==> src/rtl/config_chain_loader.sv <==
// Configuration-chain loader: takes word-wide configuration data over valid/ready
// and shifts it LSB-first into a serial DFF chain for exactly CHAIN_LEN cycles.
module config_chain_loader #(
  parameter int CHAIN_LEN = 64,
  parameter int WORD_W    = 8
) (
  input  logic              CLK,
  input  logic              RESET,
  input  logic              START,
  input  logic [WORD_W-1:0] CFG_DATA,
  input  logic              CFG_VALID,
  output logic              CFG_READY,
  output logic              CCFF_HEAD,
  output logic              PROG_EN,
  output logic              BUSY,
  output logic              DONE
);

  localparam int CNT_W = $clog2(CHAIN_LEN + 1);
  localparam int WB_W  = (WORD_W > 1) ? $clog2(WORD_W) : 1;

  localparam logic [CNT_W-1:0] LAST_BIT  = CNT_W'(CHAIN_LEN - 1);
  localparam logic [WB_W-1:0]  LAST_WBIT = WB_W'(WORD_W - 1);

  typedef enum logic [1:0] {
    S_IDLE,
    S_LOAD,
    S_SHIFT,
    S_DONE
  } state_t;

  state_t            state;
  logic [WORD_W-1:0] sreg;
  logic [CNT_W-1:0]  bit_cnt;
  logic [WB_W-1:0]   word_bit;

  // NOTE: all state here uses non-blocking assignments so every register samples
  // the pre-edge values of the others, independent of statement order.
  always_ff @(posedge CLK or posedge RESET) begin
    if (RESET) begin
      state    <= S_IDLE;
      sreg     <= '0;
      bit_cnt  <= '0;
      word_bit <= '0;
    end else begin
      case (state)
        S_IDLE, S_DONE: begin
          if (START) begin
            state    <= S_LOAD;
            bit_cnt  <= '0;
            word_bit <= '0;
          end
        end

        S_LOAD: begin
          if (CFG_VALID) begin
            sreg     <= CFG_DATA;
            word_bit <= '0;
            state    <= S_SHIFT;
          end
        end

        S_SHIFT: begin
          sreg     <= sreg >> 1;
          bit_cnt  <= bit_cnt + CNT_W'(1);
          word_bit <= word_bit + WB_W'(1);
          // Chain end wins over word end, so a partial final word is simply dropped.
          if (bit_cnt == LAST_BIT) begin
            state <= S_DONE;
          end else if (word_bit == LAST_WBIT) begin
            state <= S_LOAD;
          end
        end

        default: state <= S_IDLE;
      endcase
    end
  end

  // NOTE: outputs are pure decodes of registered state with every path assigned,
  // so there is no input-to-output path and no latch can be inferred.
  assign CFG_READY = (state == S_LOAD);
  assign PROG_EN   = (state == S_SHIFT);
  assign CCFF_HEAD = (state == S_SHIFT) ? sreg[0] : 1'b0;
  assign BUSY      = (state == S_LOAD) || (state == S_SHIFT);
  assign DONE      = (state == S_DONE);

endmodule

==> config.mk <==
export PLATFORM = sky130hd
export DESIGN_NAME = config_chain_loader
export DESIGN_NICKNAME = d
export VERILOG_FILES = /design/src/rtl/config_chain_loader.sv
export SDC_FILE = /design/constraint.sdc
export NUM_CORES = 1
export LEC_CHECK = 0
export BUFFER_PORTS_ARGS = -buffer_cell sky130_fd_sc_hd__buf_2
export CAP_MARGIN = 10
export CORE_ASPECT_RATIO = 1.4
export CORE_UTILIZATION = 29
export DETAILED_ROUTE_END_ITERATION = 8
export HOLD_SLACK_MARGIN = 0.05
export PLACE_DENSITY_LB_ADDON = 0.08
export SLEW_MARGIN = 20
export SYNTH_ARGS = -nofsm -noshare
export SYNTH_HDL_FRONTEND = slang
export SYNTH_SLANG_ARGS = --single-unit
==> constraint.sdc <==
create_clock -name CLK -period 1.8 [get_ports CLK]
set_input_delay 0.27 -clock CLK [delete_from_list [all_inputs] [get_ports CLK]]
set_output_delay 0.27 -clock CLK [all_outputs]
set_load 0.03 [all_outputs]
==> PnR_summary.wiki <==
{| class="wikitable"
! Metric !! Value
|-
| Leakage dissipation || 0.000646 uW
|-
| Hold violation total from the final report || 0
|-
| Vias in the first global route || 896
|-
| Portion of the clock cycle consumed by the worst path in the final layout || 94.8%
|-
| Max Clock Skew || 0.00404 ns
|-
| Net load switching power || 895 uW
|-
| Largest net degree at the start of global routing || 21
|-
| Wire length on met1 || 1160 microns
|-
| Instance count of the mapped netlist || 122
|-
| Arrival time of the worst setup path || 1.44 ns
|-
| Syn Std Cell Area || 1120 sq um
|-
| Die Y-Extent || 75.4 microns
|-
| Remaining max-slew budget at the tightest pin || 64.3%
|-
| # fillers || 387
|-
| Number of max-cap violations || 0
|-
| Number of input and output port buffers inserted || 16
|-
| Sequential share of the synthesized area || 44.8%
|-
| Die footprint || 4110 sq um
|-
| Worst EP required || 1.53 ns
|-
| EDFF count, synth || 0
|-
| Result of the run || complete, no violations
|-
| Clock-pin slew on the worst setup and hold paths || 0.08 ns
|-
| Number of sinks handled by clock tree synthesis || 20
|-
| Layout Area Growth over Synthesis || 24.5%
|-
| N_diodes || 0
|-
| Largest buffer count on any clock path || 2
|-
| Distinct cells, synth || 29
|-
| Global-route total usage across every layer || 13.7%
|-
| Effective utilization at floorplan || 30.4%
|-
| Yosys warning total || 0
|-
| Met2 Routed Length || 1280 microns
|-
| Min Clock Period, post-route || 1.71 ns
|-
| Die W || 54.5 microns
|-
| Highest metal used || met4
|-
| Total met3 wirelength after detailed routing || 72 microns
|-
| Antenna violations before repair || 0
|-
| Antenna viol nets, final || 0
|-
| Setup TNS Final || 0 ns
|-
| Max H-tree Level || 1
|-
| Maximum fanout encountered on the critical timing path || 9
|-
| Logic gate share of total power || 51.2%
|-
| Worst supply voltage drop on vdd || 0.000539 V
|-
| Worst Path Class, Setup || flip-flop to output port
|-
| Proportion of synthesized flip-flops having asynchronous set or reset || 100%
|-
| Least-Margin Pin Slew || 0.533 ns
|-
| Row count || 26
|-
| Unrepaired setup endpoints after global routing || no
|-
| Overflow after GRT || 0
|-
| Worst min path class || primary input to flip-flop
|-
| Fin Hold WS || 0.232 ns
|-
| Global-route wire length before repair || 3990 microns
|-
| Element type at the critical path end || output port
|-
| Final RePlAce weighted congestion || 0.714
|-
| Number of ports placed on the die boundary || 17
|-
| Final wirelength || 2550 microns
|-
| Share of cells above drive strength 1 || 23.0%
|-
| Number of synthesized register bits || 20
|-
| Num CTS Buffers || 3
|-
| Number of pins with negative max-slew slack in the final report || 0
|-
| Setup violators final || 0
|-
| CTS tree || built
|-
| Power Internal || 1210 uW
|-
| Via count || 961
|-
| Net count after synthesis || 140
|-
| Nature of the critical path startpoint || flip-flop
|-
| Switching Fraction || 42.5%
|-
| Pwr/cell area || 1510 nW/um^2
|-
| HPWL after DPL || 1910 microns
|-
| Total core area || 3680 sq um
|-
| Initial drt markers || 16
|-
| Routed via count divided by cell count || 5.06
|-
| Clock root cell || clkbuf_8
|-
| Avg WL per Cell || 13.4 microns
|-
| Number of DRC violations after detailed routing || 0
|-
| Sequential fraction of design power || 32.4%
|-
| Power share of the clock group || 16.3%
|-
| Final nets || 167
|-
| Clock latency at the later pin of the worst-skew pair || 0.26 ns
|-
| Synthesized area per cell || 9.16 sq um
|-
| Prevailing post-synth register cell || dfrtp_1
|-
| Router iterations before antenna repair || 4
|-
| F_max || 0.586 GHz
|}
stage by stage:
step	area [sq um]	std cells	worst slack [ns]	power [uW]	utilization (%)
after global routing	1390	190	0.0210	2270	37.8
final	1390	190	0.0934	2110	37.8
after floorplan	1120	122	0.0312	1390	-
after detailed placement	1280	182	0.0879	1700	34.8
after global placement	1280	182	0.121	1680	34.8
after CTS	1360	187	0.0335	2100	37.0
logic make-up after synthesis:
group,Yosys count,share of synthesized area [%]
AOI/OAI and AO/OA,40,24.1
adders and majority gates,6,6.72
buffers and inverters,10,3.70
DFF,20,44.8
muxes,1,0.896
and+or+nand+nor,45,19.8
final timing paths:
| kind | start | endpoint | slack [ns] | cells after the start |
|---|---|---|---|---|
| min in group asynchronous | RESET | bit_cnt[3]$_DFFE_PP0P_ | 0.58 | 4 |
| setup / recovery | state[0]$_DFFE_PP0P_ | CCFF_HEAD | 0.09 | 5 |
| max in group asynchronous | RESET | sreg[6]$_DFFE_PP0P_ | 1.01 | 4 |
| setup reg to reg | state[0]$_DFFE_PP0P_ | bit_cnt[2]$_DFFE_PP0P_ | 0.15 | 5 |
| hold / removal | CFG_DATA[7] | sreg[7]$_DFFE_PP0P_ | 0.23 | 3 |
| hold reg to reg | word_bit[2]$_DFFE_PP0P_ | word_bit[2]$_DFFE_PP0P_ | 0.49 | 2 |
flip-flops by register name, indices dropped and copies added (netlist names):
register	flops
sreg	8
bit_cnt	7
state	2
word_bit	3
layer usage:
| metal | track usage [%] | up-vias |
|---|---|---|
| li1 | - | 496 |
| met1 | 16.1 | 453 |
| met2 | 24.0 | 10 |
| met3 | 2.00 | 2 |
| met4 | 5.98 | 0 |
| met5 | 0 | - |
timing repair:
item	in CTS	in global routing
resized for setup	3	3
hold endpoints to repair	20	0
hold buffers	1	0
setup endpoints to repair	1	2
setup buffers	0	3
power groups by stage:
| stage | Sequential, uW | Clock [uW] | Combinational, uW |
|---|---|---|---|
| after CTS | 684 | 364 | 1050 |
| final | 683 | 344 | 1080 |
| after global routing | 698 | 371 | 1200 |
| after floorplan | 659 | 0 | 732 |
| after detailed placement | 690 | 0 | 1010 |
| after global placement | 686 | 0 | 998 |
critical path: stages (launching register included):
cell      delay, ns
dfrtp_1        0.42
inv_1          0.13
ha_4           0.18
buf_4          0.15
and2_1         0.12
clkbuf_4       0.18
Yosys cell counts (2+ instances only):
cell type,number,area (sq um)
inv_1,5,18.8
clkbuf_1,2,7.51
nor2_1,6,22.5
and2_1,2,12.5
a31oi_1,5,31.3
nor3_1,3,15.0
o21ai_0,14,70.1
o22ai_1,2,12.5
nor2b_1,5,31.3
nand2b_1,3,18.8
a22o_1,5,43.8
buf_2,3,15.0
nand3_1,5,25.0
o311ai_0,2,17.5
ha_1,6,75.1
nand2_1,18,67.6
a22oi_1,5,37.5
dfrtp_1,20,500
cell usage in the layout, fill, tap and decap left out, types with 6 or more instances in the layout:
cell type,count
nand2_1,18
buf_4,9
dfrtp_1,20
nor2_1,6
buf_2,14
o21ai_0,14
layout make-up:
| type | instances | area (sq um) | share of cell area [%] |
|---|---|---|---|
| flip-flops and latches | 20 | 500 | 36.0 |
| well taps | 42 | 52.6 | 3.78 |
| clock buffers | 4 | 55.1 | 3.96 |
| inverters | 5 | 18.8 | 1.35 |
| repair buffers | 27 | 174 | 12.5 |
| multi-input cells | 92 | 591 | 42.4 |
No activity file was read; power rests on OpenSTA's default activity.
